File: src/rtl/seq_fsm_prog_mo.sv
// Programmable table-driven Moore FSM.
// Next-state and output tables are written at run time through the cfg port.
module seq_fsm_prog_mo #(
  parameter int p_nstates   = 4,
  parameter int p_nbits_in  = 2,
  parameter int p_nbits_out = 1,
  localparam int c_nbits_state =
    ($clog2(p_nstates) > 1) ? $clog2(p_nstates) : 1,
  localparam int c_nbits_data =
    (c_nbits_state > p_nbits_out) ? c_nbits_state : p_nbits_out
) (
  input  logic                     clk,
  input  logic                     reset,
  input  logic                     en,
  input  logic [p_nbits_in-1:0]    in_,
  input  logic                     cfg_ns_en,
  input  logic                     cfg_out_en,
  input  logic [c_nbits_state-1:0] cfg_state,
  input  logic [p_nbits_in-1:0]    cfg_in_,
  input  logic [c_nbits_data-1:0]  cfg_data,
  output logic [c_nbits_state-1:0] state,
  output logic [p_nbits_out-1:0]   out,
  output logic                     cfg_err
);

  // Rows sized to the full index range so any state code indexes safely.
  localparam int c_nrows = 1 << c_nbits_state;
  localparam int c_ncols = 1 << p_nbits_in;
  localparam logic [c_nbits_state:0] c_lim =
    (c_nbits_state + 1)'(p_nstates);

  logic [c_nbits_state-1:0] ns_table [c_nrows][c_ncols];
  logic [p_nbits_out-1:0]   out_table [c_nrows];

  logic [c_nbits_state-1:0] ns_data;
  logic                     row_bad;
  logic                     data_bad;
  logic                     unused_ok;

  assign ns_data   = cfg_data[c_nbits_state-1:0];
  assign row_bad   = {1'b0, cfg_state} >= c_lim;
  assign data_bad  = {1'b0, ns_data} >= c_lim;
  assign unused_ok = ^cfg_data;

  always_ff @(posedge clk) begin
    if (reset) begin
      state   <= '0;
      cfg_err <= 1'b0;
      for (int r = 0; r < c_nrows; r++) begin
        for (int c = 0; c < c_ncols; c++) begin
          ns_table[r][c] <= c_nbits_state'(r);
        end
        out_table[r] <= '0;
      end
    end else begin
      // Step reads the table before this cycle's writes land.
      if (en) begin
        state <= ns_table[state][in_];
      end
      if (cfg_ns_en) begin
        if (row_bad || data_bad) begin
          cfg_err <= 1'b1;
        end else begin
          ns_table[cfg_state][cfg_in_] <= ns_data;
        end
      end
      if (cfg_out_en) begin
        if (row_bad) begin
          cfg_err <= 1'b1;
        end else begin
          out_table[cfg_state] <= cfg_data[p_nbits_out-1:0];
        end
      end
    end
  end

  assign out = out_table[state];

endmodule

File: config.mk
export PLATFORM = sky130hd
export DESIGN_NAME = seq_fsm_prog_mo
export DESIGN_NICKNAME = d
export VERILOG_FILES = /design/src/rtl/seq_fsm_prog_mo.sv
export SDC_FILE = /design/constraint.sdc
export NUM_CORES = 1
export LEC_CHECK = 0
export CELL_PAD_IN_SITES_DETAIL_PLACEMENT = 0
export CELL_PAD_IN_SITES_GLOBAL_PLACEMENT = 1
export CORE_ASPECT_RATIO = 0.9
export CORE_MARGIN = 10
export CORE_UTILIZATION = 35
export CTS_CLUSTER_SIZE = 20
export DETAILED_ROUTE_END_ITERATION = 10
export PLACE_DENSITY_LB_ADDON = 0.1
export SYNTH_ARGS = -nofsm -noshare
export SYNTH_HDL_FRONTEND = slang
export SYNTH_SLANG_ARGS = --single-unit
File: constraint.sdc
create_clock -name clk -period 1.2 [get_ports clk]
set_clock_uncertainty 0.1 [all_clocks]
set_input_delay 0.12 -clock clk [delete_from_list [all_inputs] [get_ports clk]]
set_output_delay 0.12 -clock clk [all_outputs]
set_load 0.02 [all_outputs]
==> results.json, run 1 <==
{
  "slowest_delay_ns": 0.53,
  "cp_max_fo": 3,
  "clock.fmax_mhz": 637.9,
  "crit_type": "flop to primary output",
  "synth_nets": 183,
  "track_usage": 0.1116,
  "dp_cells": 268,
  "drc_errors": 0,
  "ir_drop_v": 0.0004456,
  "vias": 1455,
  "crit_required_ns": 0.98,
  "slew_viol_final": 0,
  "clkSinkCount": 40,
  "synth-seq-cells": 40,
  "ys_warn_count": 0,
  "routed_via_density": 5.196,
  "cp_slowest_cell": "mux4_2",
  "drtIter0Drc": 79,
  "final_nets": 222,
  "critPathArrivalTime_ns": 1.35,
  "rrSetupSlack_ns": -0.07,
  "p_sw_frac": 0.2509,
  "m1WireLength_um": 2247,
  "cts_tree": "yes",
  "die_area_um2": 9361,
  "die_y_um": 92.80,
  "clk_pin_slew_ns": 0.07,
  "power_frac_seq": 0.549,
  "synth_ff_type": "edfxtp_1",
  "gp_congestion": 0.7522,
  "synth.cell_area_um2": 2061,
  "dr.pass1.iters": 4,
  "final_hold_viol_count": 0,
  "design_power_total_w": 0.003013,
  "die_w_um": 100.9,
  "wire_per_inst_um": 17.70,
  "leakage_nw": 1.078,
  "setup_viol": 5,
  "power.switching_w": 0.0007560,
  "met3_length_um": 214,
  "async_reset_ff_frac": 0,
  "synthTopCellsByArea": "edfxtp_1 (52%), mux2i_1 (7.8%), dfxtp_1 (3.9%), a21o_1 (3.6%), and3_1 (3.6%)",
  "routed_wl_um": 4955,
  "startpoint_type": "flop",
  "htreeDepth": 2,
  "hold_path_class": "primary input to flop",
  "synth_common_cells": "edfxtp_1 (36), mux2i_1 (16), and3_1 (12), or3_1 (12), a21o_1 (10)",
  "area_delta_synth_final_pct": 26.78,
  "grt_pass1_vias": 1584,
  "final.period_utilization": 1.306,
  "cp_cell_sequence": "mux4_2 > buf_6",
  "multiInputGateArea_um2": 908.4,
  "fin_cells": 280,
  "maxCapViolCount": 0,
  "rsz0062_at_grt": "true",
  "insertion_delay_ns": 0.29,
  "crit_cells": 2,
  "setup_tns_ns": -0.5971,
  "synth.top_cell.area_share": 0.5246,
  "synth_edf_count": 36,
  "grt_max_degree": 12,
  "ios": 17,
  "gr-total-overflow": 0,
  "power_density_nw_per_um2": 1153,
  "critPathTopFamily": "multiplexers",
  "grt_first_pass_wirelength_um": 8155,
  "yosysSeqAreaShare": 0.5634,
  "synth.distinct_cells": 38,
  "yosysMostFrequentCell": "edfxtp_1",
  "run_status": "finished with violations",
  "violations": "negative setup slack",
  "highest_layer": "met4",
  "antenna_found_initial": 0,
  "holdBufCountCts": 0,
  "crit_buf_inv": 1,
  "rows": 26,
  "pwr-share-clk": 0.286,
  "clk_path_buf_depth": 2,
  "root_buffer": "clkbuf_8",
  "dp.final_hpwl_um": 3496,
  "n_fill_cell": 537,
  "critPathCaptureType": "primary output",
  "start_util": 0.3620,
  "combPwrFrac": 0.165,
  "syn_area_per_cell_um2": 12.12,
  "crit_end": "out",
  "core_um2": 5693,
  "cts_buffers": 5,
  "netlist.top_cell.by_area": "edfxtp_1",
  "layout_min_cycle_time_ns": 1.568,
  "timing.final.ws_setup_ns": -0.3677,
  "intPower_w": 0.002257,
  "seq_area_um2": 1169,
  "drive_above_1_share": 0.3095,
  "met2_length_um": 2419,
  "antennaDiodeCount": 0,
  "syn_inst": 170,
  "min_path_cells": 3,
  "r2r_cells": 4,
  "ant_nets": 0,
  "portBuffers": 15
}
==> flip-flops by register name (all words and copies together), names as in the netlist, named ones only <==
signal     flops
state          2
out_table      4
ns_table      32
==> logic make-up (layout without fill, tap and decap cells) <==
logic type	Yosys count	in the layout	share of synthesized area
AO/OA/AOI/OAI	20	20	0.07104
multiplexers	17	17	0.08864
flip-flops	40	40	0.5635
other	1	1	0.001820
AND/OR/NAND/NOR	81	82	0.2429
buffers and inverters	11	50	0.03217
==> worst min-delay path, stage by stage <==
cell and delay (ns):
clkbuf_2 0.14, nand2_2 0.10, or3_1 0.10
==> what timing repair did <==
action,4_1_cts,5_1_grt
endpoints found under the setup margin,79,47
buffers inserted,2,0
pin swaps,6,2
cloned,2,0
gates resized for setup,40,16
==> metal layers <==
| metal | track usage | vias up |
|---|---|---|
| li1 | - | 711 |
| met1 | 0.1383 | 713 |
| met5 | 0 | - |
| met4 | 0.04353 | 0 |
| met3 | 0.02897 | 7 |
| met2 | 0.1803 | 24 |
==> area by class of cell <==
type	count	share of cell area
Sequential cell	40	0.4473
Multi-Input combinational cell	120	0.3477
Timing Repair Buffer	41	0.1394
Tap cell	70	0.03352
Clock buffer	7	0.02921
Clock inverter	1	0.001437
Inverter	1	0.001437
==> worst min path at each step <==
stage,slack (ns),endpoint,startpoint
global placement,0.36,flop,state[0]
floorplan,0.20,ns_table[1][4],cfg_data[0]
finish,0.18,ns_table[1][4],cfg_in_[0]
CTS,0.32,ns_table[1][4],cfg_in_[0]
global route,0.21,ns_table[3][4],cfg_in_[0]
detailed placement,0.37,state[0],state[0]
==> power groups by stage <==
stage                     logic (W)  registers, W  clock network, W
after global placement     0.000450       0.00168                 0
final                      0.000497       0.00166          0.000861
after CTS                  0.000491       0.00165          0.000890
after detailed placement   0.000456       0.00168                 0
after global routing       0.000541       0.00166          0.000928
after floorplan            0.000239       0.00168                 0
==> metrics by stage <==
| step | utilization | hold WS, ns | setup slack (ns) | instance area, um2 |
|---|---|---|---|---|
| 2_1_floorplan | - | 0.1994 | -0.05925 | 2074 |
| 3_3_place_gp | 0.4270 | 0.3589 | -0.5838 | 2431 |
| 3_5_place_dp | 0.4270 | 0.3728 | -0.6234 | 2431 |
| 4_1_cts | 0.4591 | 0.3197 | -0.3763 | 2614 |
| 5_1_grt | 0.4589 | 0.2127 | -0.3883 | 2613 |
| 6_report | 0.4589 | 0.1773 | -0.3677 | 2613 |
==> layout by cell type, fill, tap and decap left out, types with 2 or more instances in the layout <==
cell type / Yosys / layout
a21o_1: 10 / 10
a21oi_2: 0 / 2
a22oi_1: 4 / 4
and2_1: 4 / 4
and2b_2: 1 / 2
and3_1: 12 / 12
buf_2: 2 / 2
buf_4: 2 / 23
buf_6: 2 / 2
clkbuf_1: 4 / 2
clkbuf_2: 0 / 3
clkbuf_8: 0 / 5
clkdlybuf4s15_1: 0 / 2
clkdlybuf4s50_1: 0 / 3
dfxtp_1: 4 / 2
dfxtp_4: 0 / 2
dlygate4sd2_1: 0 / 2
edfxtp_1: 36 / 36
mux2i_1: 16 / 15
nand2_1: 8 / 7
nand2b_1: 6 / 6
nand3_1: 8 / 7
nand4_1: 2 / 2
nor2_1: 7 / 5
nor2_4: 0 / 2
nor2b_4: 1 / 3
o21bai_1: 3 / 3
or2_2: 5 / 4
or3_1: 12 / 12
Note: power is estimated with default switching activity, not from simulation.
==> inputs of run 2 (changes only) <==
- CORE_UTILIZATION: 35 -> 46
- clock period: 1.2 -> 1.5 ns (I/O delays scaled with it)
==> run 2 against run 1 <==
Net effect:
- the flow still finishes with violations (negative setup slack)
- cell area decreased by 3.5%
- critical path depth unchanged
- sequential power decreased by 20%
- flip-flop and latch count unchanged
- sequential share of layout area increased by 1.5 points
- routed wire length decreased by 14%
- power decreased by 22%
- critical path type unchanged
- critical endpoint unchanged
- largest cell class unchanged
- highest routed layer unchanged
==> results.json, run 2 (synthesized netlist as in run 1, its figures left out) <==
{
  "root_buffer": "clkbuf_8",
  "area_delta_synth_final_pct": 22.28,
  "final_hold_viol_count": 0,
  "drc_errors": 0,
  "holdBufCountCts": 0,
  "clock.fmax_mhz": 634.6,
  "clk_path_buf_depth": 2,
  "multiInputGateArea_um2": 840.8,
  "gr-total-overflow": 0,
  "violations": "negative setup slack",
  "dr.pass1.iters": 4,
  "die_area_um2": 7560,
  "portBuffers": 15,
  "crit_required_ns": 1.25,
  "cp_max_fo": 3,
  "clk_pin_slew_ns": 0.07,
  "antenna_found_initial": 0,
  "worst_hold_slack_ns": 0.3430,
  "setup_tns_ns": -0.07572,
  "routed_via_density": 5.234,
  "ios": 17,
  "antennaDiodeCount": 0,
  "reg_top3": "ns_table: 32 flops, out_table: 4 flops, state: 2 flops",
  "setup_viol": 1,
  "dpl_cell_area_um2": 2419,
  "layout_min_cycle_time_ns": 1.576,
  "dp_cells": 261,
  "regMostFlops": "ns_table",
  "core_um2": 4403,
  "final.period_utilization": 1.050,
  "drive_above_1_share": 0.2222,
  "fin_cells": 269,
  "largest_reg_flops": 32,
  "ir_drop_v": 0.0003810,
  "start_util": 0.4680,
  "routed_wl_um": 4248,
  "die_w_um": 90.55,
  "clkSinkCount": 40,
  "cts_tree": "yes",
  "final_cell_mix": "edfxtp_1 (36), buf_4 (24), mux2i_1 (16)",
  "maxCapViolCount": 0,
  "power_density_nw_per_um2": 929.5,
  "n_fill_cell": 403,
  "seq_area_um2": 1165,
  "startpoint_type": "flop",
  "final_nets": 220,
  "final_common_cell": "edfxtp_1",
  "grt_pass1_vias": 1456,
  "dp.final_hpwl_um": 3365,
  "vias": 1408,
  "rows": 23,
  "cts_buffers": 5,
  "final_design_area_no_fill_um2": 2520,
  "utilization": 0.5723,
  "leakage_nw": 1.064,
  "grt_max_degree": 17,
  "gp_congestion": 0.7731,
  "run_status": "finished with violations",
  "rsz0062_at_grt": "true",
  "die_y_um": 83.50,
  "ant_nets": 0,
  "slew_viol_final": 0,
  "htreeDepth": 2,
  "hold_path_class": "primary input to flop",
  "critPathCaptureType": "primary output",
  "insertion_delay_ns": 0.29,
  "wire_per_inst_um": 15.79,
  "crit_type": "flop to primary output",
  "timing.final.ws_setup_ns": -0.07572,
  "track_usage": 0.1159,
  "drtIter0Drc": 59,
  "grt_first_pass_wirelength_um": 7031,
  "critPathArrivalTime_ns": 1.33
}
## run 2: worst paths after layout
check	startpoint	to	slack [ns]	depth (start not counted)
max	flop	out	-0.08	2
max reg2reg	flop	state[1]	0.11	5
min reg2reg	state[0]	state[0]	0.38	2
min	cfg_state[1]	out_table[0]	0.34	3
## run 2: cell type report
cell class | instances | share of cell area
clock inverter | 1 | 0.001986
inverter | 1 | 0.001490
clock buffer | 6 | 0.02880
multi-input combinational | 119 | 0.3337
timing repair buffer | 40 | 0.1410
sequential | 40 | 0.4623
tap | 62 | 0.03078
## run 2: worst max-delay path, stage by stage, from the launching register on
cell and delay, ns:
dfxtp_4 0.37, mux4_2 0.52, buf_6 0.15
## run 2: timing repair
item | in CTS | in global routing
pin swaps | 1 | 0
setup buffers | 1 | 0
hold endpoints to repair | 0 | 0
setup endpoints to repair | 29 | 5
resized for setup | 11 | 5
## run 2: power breakdown
group	total, W	switching, W	internal, W	leakage [nW]
sequential	0.00132	0.0000321	0.00129	0.386
clock	0.000662	0.000346	0.000316	0.0410
combinational	0.000360	0.000182	0.000178	0.637
## run 2: per-stage QoR
stage	power (W)	worst slack [ns]
2_1_floorplan	0.001533	0.2070
3_3_place_gp	0.001699	-0.3960
3_5_place_dp	0.001706	-0.4699
4_1_cts	0.002354	-0.09531
5_1_grt	0.002433	-0.1106
6_report	0.002342	-0.07572
## run 2: metal layers
layer,track usage,routed length [um]
met3,0.03147,206
met1,0.1509,2058
met5,0,0
met4,0.04191,69
met2,0.1794,1913
